$ cat src/rtl/dmem_uart_tx.sv
// Memory-mapped 8N1 UART transmitter on the rv32i data-memory bus, with a byte FIFO and a sticky overflow flag.
// Optional macro UART_DIV_REG_EN adds a writable baud divisor at offset 0x8; otherwise the divisor is CLK_DIV.
module dmem_uart_tx #(
  parameter logic [31:0] BASE_ADDR = 32'h0000_1000,
  parameter logic [15:0] CLK_DIV   = 16'd868,
  parameter int          FIFO_AW   = 4
) (
  input  logic        clk,
  input  logic        reset,
  input  logic [31:0] dmem_addr_i,
  input  logic        dmem_w_i,
  input  logic [31:0] dmem_w_data_i,
  output logic [31:0] dmem_r_data_o,
  output logic        sel_o,
  output logic        tx_o,
  output logic        busy_o
);

  localparam int DEPTH = 2 ** FIFO_AW;
  localparam logic [FIFO_AW:0]   CNT_FULL = (FIFO_AW + 1)'(DEPTH);
  localparam logic [FIFO_AW:0]   CNT_ONE  = (FIFO_AW + 1)'(1);
  localparam logic [FIFO_AW-1:0] PTR_ONE  = FIFO_AW'(1);

  localparam logic [1:0] IDLE  = 2'd0;
  localparam logic [1:0] START = 2'd1;
  localparam logic [1:0] DATA  = 2'd2;
  localparam logic [1:0] STOP  = 2'd3;

  logic [3:0]         offset;
  logic               wr_en;
  logic               push_req;
  logic               push;
  logic               pop;
  logic               ovf_clr;
  logic [7:0]         mem [DEPTH];
  logic [FIFO_AW-1:0] wr_ptr;
  logic [FIFO_AW-1:0] rd_ptr;
  logic [FIFO_AW:0]   count;
  logic               overflow;
  logic               empty;
  logic               full;
  logic [1:0]         state;
  logic [2:0]         bit_cnt;
  logic [15:0]        baud;
  logic               baud_zero;
  logic [7:0]         shift;
  logic [15:0]        div;
  logic [15:0]        div_m1;
  logic               unused_wdata;

  function automatic logic [15:0] clamp_div(input logic [15:0] v);
    return (v < 16'd2) ? 16'd2 : v;
  endfunction

  assign offset       = dmem_addr_i[3:0];
  assign sel_o        = (dmem_addr_i[31:4] == BASE_ADDR[31:4]);
  assign wr_en        = sel_o & dmem_w_i;
  assign unused_wdata = ^dmem_w_data_i[31:8];

  assign empty     = (count == '0);
  assign full      = (count == CNT_FULL);
  assign baud_zero = (baud == '0);
  assign div_m1    = div - 16'd1;

  // A pop frees a slot on the same edge, so a push into a full FIFO still lands then.
  assign pop      = !empty && ((state == IDLE) || ((state == STOP) && baud_zero));
  assign push_req = wr_en && (offset == 4'h0);
  assign push     = push_req && (!full || pop);
  assign ovf_clr  = wr_en && (offset == 4'h4) && dmem_w_data_i[3];

  always_ff @(posedge clk or posedge reset) begin
    if (reset) begin
      wr_ptr   <= '0;
      rd_ptr   <= '0;
      count    <= '0;
      overflow <= 1'b0;
    end else begin
      if (push) wr_ptr <= wr_ptr + PTR_ONE;
      if (pop)  rd_ptr <= rd_ptr + PTR_ONE;
      case ({push, pop})
        2'b10:   count <= count + CNT_ONE;
        2'b01:   count <= count - CNT_ONE;
        default: ;
      endcase
      if (push_req && !push) overflow <= 1'b1;
      else if (ovf_clr)      overflow <= 1'b0;
    end
  end

  always_ff @(posedge clk) begin
    if (push) mem[wr_ptr] <= dmem_w_data_i[7:0];
  end

`ifdef UART_DIV_REG_EN
  // The divisor is only sampled on a baud-counter reload, so a bit in progress keeps its length.
  always_ff @(posedge clk or posedge reset) begin
    if (reset)                           div <= CLK_DIV;
    else if (wr_en && (offset == 4'h8))  div <= clamp_div(dmem_w_data_i[15:0]);
  end
`else
  assign div = CLK_DIV;
`endif

  always_ff @(posedge clk or posedge reset) begin
    if (reset) begin
      state   <= IDLE;
      bit_cnt <= '0;
      baud    <= '0;
    end else begin
      case (state)
        IDLE: begin
          if (!empty) begin
            state <= START;
            baud  <= div_m1;
          end
        end
        START: begin
          if (baud_zero) begin
            baud    <= div_m1;
            bit_cnt <= '0;
            state   <= DATA;
          end else begin
            baud <= baud - 16'd1;
          end
        end
        DATA: begin
          if (baud_zero) begin
            baud <= div_m1;
            if (bit_cnt == 3'd7) state   <= STOP;
            else                 bit_cnt <= bit_cnt + 3'd1;
          end else begin
            baud <= baud - 16'd1;
          end
        end
        STOP: begin
          if (baud_zero) begin
            if (!empty) begin
              state <= START;
              baud  <= div_m1;
            end else begin
              state <= IDLE;
            end
          end else begin
            baud <= baud - 16'd1;
          end
        end
        default: state <= IDLE;
      endcase
    end
  end

  always_ff @(posedge clk) begin
    if (pop)                              shift <= mem[rd_ptr];
    else if ((state == DATA) && baud_zero) shift <= {1'b0, shift[7:1]};
  end

  // Line level is decoded from state alone, so reset drives it high without a clock edge.
  always_comb begin
    case (state)
      START:   tx_o = 1'b0;
      DATA:    tx_o = shift[0];
      default: tx_o = 1'b1;
    endcase
  end

  assign busy_o = (state != IDLE) || !empty;

  always_comb begin
    dmem_r_data_o = '0;
    if (sel_o) begin
      case (offset)
        4'h4:    dmem_r_data_o = {28'b0, overflow, busy_o, full, empty};
        4'h8:    dmem_r_data_o = {16'b0, div};
        default: ;
      endcase
    end
  end

endmodule

$ cat config.mk
export PLATFORM = sky130hd
export DESIGN_NAME = dmem_uart_tx
export DESIGN_NICKNAME = d
export VERILOG_FILES = /design/src/rtl/dmem_uart_tx.sv
export SDC_FILE = /design/constraint.sdc
export NUM_CORES = 1
export LEC_CHECK = 0
export ABC_AREA = 1
export BUFFER_PORTS_ARGS = -buffer_cell sky130_fd_sc_hd__clkbuf_2
export CAP_MARGIN = 20
export CORE_UTILIZATION = 63
export CTS_CLUSTER_SIZE = 40
export DETAILED_ROUTE_END_ITERATION = 6
export PLACE_DENSITY_LB_ADDON = 0.05
export SYNTH_ARGS = -nofsm -noshare
export SYNTH_HDL_FRONTEND = slang
export SYNTH_SLANG_ARGS = --single-unit
$ cat constraint.sdc
create_clock -name clk -period 4.9 [get_ports clk]
set_input_delay 0 -clock clk [delete_from_list [all_inputs] [get_ports clk]]
set_output_delay 0 -clock clk [all_outputs]
set_load 0.02 [all_outputs]
# Word level (Yosys, flattened, before mapping)
# Memories as Yosys holds them, arrays and structs flattened.
# Index checks and enable logic that the tools add are counted.
[word_totals]
elab_cells = 83
romBits = 0
mem_bits_rw = 128
input_bits = 67
out_inout_bits = 35
latch_bits = 0
ff_bits = 43
mem_count = 1
[op_classes]
mux = 25
magnitude_cmp = 0
shifts = 0
bitwise = 1
n_div = 0
reduce_logical = 26
mul = 0
n_addsub = 6
n_eq_ne = 16
[mem_list]
columns = ["name", "words", "width", "rd", "rd_ports_with_merged_regs", "write_ports", "line", "rtl"]
rows = [
  ["mem", 16, 8, 1, 0, 1, "35", "logic [7:0] mem [DEPTH];"],
]
[ops]
columns = ["operator", "count"]
rows = [
  ["16-bit 2-to-1 mux", 3],
  ["16-bit one-hot mux with 3 select lines", 1],
  ["28-bit by 9-bit equality test with 1-bit output (second input constant)", 1],
  ["10-bit one-hot mux with 2 select lines", 1],
  ["16-bit zero test", 1],
  ["8-bit 2-to-1 mux", 2],
  ["16-bit by 1-bit subtractor with 16-bit output (second input constant)", 1],
  ["2-bit != test (second input constant)", 6],
  ["10-bit 2-to-1 mux", 1],
  ["2-bit 2-to-1 mux", 5],
  ["5-bit one-hot mux with 2 select lines", 1],
  ["2-bit nonzero test", 5],
  ["3-bit 2-to-1 mux", 3],
  ["4-bit by 1-bit adder with 4-bit output (second input constant)", 2],
  ["1-bit logical AND", 8],
  ["2-bit one-hot mux with 4 select lines", 1],
  ["2-bit equality test (second input constant)", 3],
  ["3-bit one-hot mux with 2 select lines", 1],
  ["5-bit by 1-bit adder with 5-bit output (second input constant)", 1],
  ["5-bit equality test (second input constant)", 1],
  ["5-bit zero test", 1],
  ["1-bit 2-to-1 mux", 5],
  ["5-bit AND reduction", 1],
  ["5-bit by 1-bit subtractor with 5-bit output (second input constant)", 1],
  ["13 further kinds", 18],
]

# Longest topological paths before layout
[logic_depth]
ltp_word = 9
ltp_mapped = 17
mapped_depth_nobuf = 17

# Worst setup path before layout
# Ideal clock, no wire load.
[synth_timing]
path_type = "register to register"
startpoint = "reg baud[0]"
endpoint = "reg count[4]"
t_required_ns = 4.787
path_buffers = 0
setup_ns = 0.113
path_stages_with_launch = 18
slack_ns = 2.565
arrival_time_ns = 2.222
synth_period_minus_slack_ns = 2.335
cell_sequence = "dfrtp_1 inv_1 ha_1 nand3_2 nor2_4 nand3_4 a21oi_4 nand2_4 inv_1 ha_1 a21oi_1 nand2_1 nand3_1 nand2_1 nand2_1 nand2_1 nand2_1 inv_1"
[synth_between]
elab_chain_cells = 8
elab_cells_between_ends = 10
cone_classes = "2 x eq/ne; 1 x mux; 7 x reduce/logical"
[synth_lines]
columns = ["item", "line", "rtl"]
rows = [
  ["start: declaration", "44", "logic [15:0] baud;"],
  ["start signal: assignment", "114", "baud <= div_m1;"],
  ["start signal: assignment", "119", "baud <= div_m1;"],
  ["start signal: assignment", "123", "baud <= baud - 16'd1;"],
  ["16-bit zero test (*)", "62", "assign baud_zero = (baud == '0);"],
  ["1-bit logical AND (*)", "66", "assign pop = !empty && ((state == IDLE) || ((state == STOP) && baud_zero));"],
  ["1-bit logical OR (*)", "66", ""],
  ["1-bit logical AND (*)", "66", ""],
  ["1-bit logical OR", "68", "assign push = push_req && (!full || pop);"],
  ["1-bit logical AND", "68", ""],
  ["2-bit by 1-bit equality test with 1-bit output or 2-bit equality test (tied branches)", "80", "case ({push, pop})"],
  ["5-bit one-hot mux with 2 select lines or 2-bit nonzero test (tied branches)", "n/a", ""],
  ["end signal: assignment", "81", "2'b10: count <= count + CNT_ONE;"],
  ["end signal: assignment", "82", "2'b01: count <= count - CNT_ONE;"],
  ["end: declaration", "38", "logic [FIFO_AW:0] count;"],
]
# Every way passes the cells marked *; elsewhere a longest branch is shown, timed or not.
# A chain may end at the register's enable or synchronous reset.

# Worst setup path in the final report
# Same ends and word-level chain as after synthesis.

==> results.toml <==
[finish]
regArea_mm2 = 0.004961
multi_input_area_mm2 = 0.002594
areaGrowthSynthToFinish_pct = 11.19
stdcell_count = 995
layout-drive-gt1-share_pct = 14.03
fill_cells = 852
diodes = 0
layout.nets = 898

[drt]
vias = 5612
drt-initial-drc-count = 536
routedWlPerCell_um = 16.92
drc = 0
viasPerCell = 5.640
wirelength_um = 16830
drtAntennaViolNets = 0
drtPass1Iterations = 7

[global_routing]
antenna_found_initial = 0
grt_pass1_wl_um = 26810
grt_pass1_vias = 5473
grt_max_degree = 68
grt_overflow = 0
grt_use_total_pct = 27.90

[floorplanning]
floorplan.rows = 40
core_mm2 = 0.01226
fp.dieW_um = 115.1
die_area_mm2 = 0.01325
num_io_pins = 102
die_height_um = 115.1
initial_utilization_pct = 65.76

[synth]
yosysTopAreaCell = "edfxtp_1"
yosysMostFrequentCell = "nor2_1"
synth_edf_count = 136
synthArstFlopShare_pct = 20.47
ys_ff_latch = 171
synthTopCellsByCount = "146 x nor2_1, 136 x edfxtp_1, 100 x o21ai_0, 66 x inv_1, 65 x nand2_1"
synthFlopType = "edfxtp_1"
seq_area_frac_synth_pct = 61.51
yosys_warnings = 0
synthTopCellsByArea = "edfxtp_1 51%, dfrtp_1 11%, nor2_1 6.8%, o21ai_0 6.2%, inv_1 3.1%"
synth.avg_cell_area_um2 = 10.55
syn_inst = 764
yosysUniqueCellTypes = 42
syn_area_mm2 = 0.008063
yosys.area.top_type_share_pct = 50.65

[sta]
worstMarginPinSlew_ns = 1.002
fmax_ghz = 0.3237
setup_viol = 0
finalMaxSlewViolations = 0
fin_ws_ns = 1.811
fin_crit_ns = 3.089
period_share_pct = 63.04
hold_ws_ns = 0.01238
max_slew_margin_pct = 33.22
fin_worst_skew_ns = 0.01335
fin_setup_tns_ns = 0
final_hold_viol_count = 0
rsz0062_at_grt = "no"

[critical_path]
arrival_ns = 3.41
cp-start-kind = "register"
required_ns = 5.22
worstSetupPathType = "reg2reg"
end_kind = "register"
crit_fanout = 22
r2r_slack_ns = 1.81

[clocking]
clkSlewWorstSetupHoldPaths_ns = 0.07
cts_buffer_depth = 2
cts_made_buffers = 17
clkSinkCount = 171
h-tree-depth = 4
clock_latency_ns = 0.44
cts_resized = 0
cts_tree = "built"
root_buffer = "clkbuf_16"

[place]
portBuffers = 53
place_inst = 958
dp_hpwl_um = 10700
dp_slack_ns = 1.862
gp_congestion = 0.9046

[power_and_ir_drop]
irDropWorstVdd_mv = 0.4414
cellLeakagePower_nw = 3.436
powerDensity_mw_per_mm2 = 333.3
fin_total_pwr_w = 0.002988

[run]
drv_cap = 0

[hold_path]
hp-class = "in2reg"

[run_status]
status = "completed"
[layer usage]
metal / wire length (µm) / GRT usage [%] / up-vias
met3: 1138 / 6.326 / 33
met5: 0 / 0 / -
met2: 8506 / 47.31 / 207
met1: 6769 / 34.67 / 2685
met4: 419 / 11.95 / 0
li1: - / - / 2687
[cell families (layout without fill, tap and decap cells)]
| logic type | after synthesis | in the layout | share of synthesized area [%] |
|---|---|---|---|
| other | 1 | 24 | 0.04651 |
| adders and majority gates | 17 | 17 | 2.731 |
| and+or+nand+nor | 268 | 268 | 14.79 |
| xor gates and xnor gates | 15 | 15 | 1.629 |
| buffers and inverters | 127 | 167 | 7.387 |
| DFF | 171 | 171 | 61.51 |
| AOI/OAI and AO/OA | 165 | 165 | 11.90 |
[cells in the final DEF, fill, tap and decap left out, drive strengths merged, types with 3 or more instances in the layout]
cell type,count
a21oi,10
a31oi,8
buf,4
clkbuf,72
clkinv,5
conb,24
dfrtp,35
dlygate4sd3,4
edfxtp,136
ha,16
inv,79
nand2,71
nand3,27
nand4,6
nor2,154
nor3,4
o211ai,23
o21ai,102
o221ai,8
o22ai,10
or2,3
xor2,13
[layout make-up]
| class | instances | share of cell area [%] |
|---|---|---|
| Tap cell | 168 | 2.345 |
| Sequential cell | 171 | 55.34 |
| Clock inverter | 13 | 1.745 |
| Timing Repair Buffer | 61 | 3.712 |
| Multi-Input combinational cell | 489 | 28.93 |
| Inverter | 74 | 3.098 |
| Clock buffer | 19 | 4.829 |
[per-stage QoR]
| stage | instance area [µm²] | util [%] |
|---|---|---|
| 6_report | 8965 | 73.11 |
| 5_1_grt | 8965 | 73.11 |
| 4_1_cts | 8960 | 73.07 |
| 3_5_place_dp | 8330 | 67.94 |
| 3_3_place_gp | 8330 | 67.94 |
| 2_1_floorplan | 8149 | - |
[final timing paths]
path                                   startpoint                      to  cells past startpoint
hold reg to reg            bit_cnt[1]$_DFFE_PP0P_  bit_cnt[1]$_DFFE_PP0P_                      2
hold / removal                   dmem_w_data_i[7]    mem[13][7]$_DFFE_PP_                      1
min in group asynchronous                   reset      baud[13]$_DFF_PP0_                      4
setup / recovery                baud[0]$_DFF_PP0_    count[4]$_DFFE_PP0P_                     17
max in group asynchronous                   reset   rd_ptr[0]$_DFFE_PP0N_                      4
setup reg to reg                baud[0]$_DFF_PP0_    count[4]$_DFFE_PP0P_                     17
[registers in the layout, summed over array words and instances (netlist names)]
| register | flops |
|---|---|
| count | 5 |
| baud | 16 |
| bit_cnt | 3 |
| overflow | 1 |
| rd_ptr | 4 |
| shift | 8 |
| mem | 128 |
| wr_ptr | 4 |
| state | 2 |
[power breakdown]
part / internal, W / total [W] / switching (W)
registers: 0.00157 / 0.00157 / 0.000000000000897
logic: 0.0000172 / 0.0000644 / 0.0000472
clock network: 0.000767 / 0.00136 / 0.000590
total: 0.00235 / 0.00299 / 0.000638
[worst max-delay path, stage by stage, from the launching register on]
cell and delay [ns]:
dfrtp_1 0.37, inv_1 0.12, ha_1 0.22, nand3_2 0.19, nor2_4 0.19, nand3_4 0.11, a21oi_4 0.55, nand2_4 0.17
inv_1 0.15, ha_1 0.28, a21oi_1 0.15, nand2_1 0.10, nand3_1 0.09, nand2_1 0.06, nand2_1 0.06, nand2_1 0.05
nand2_1 0.06, inv_1 0.05
[what timing repair did]
item	4_1_cts	5_1_grt
setup endpoints to repair	0	0
hold endpoints to repair	40	0
buffers inserted	0	0
hold buffers	4	0
No activity file was read; power rests on OpenSTA's default activity.
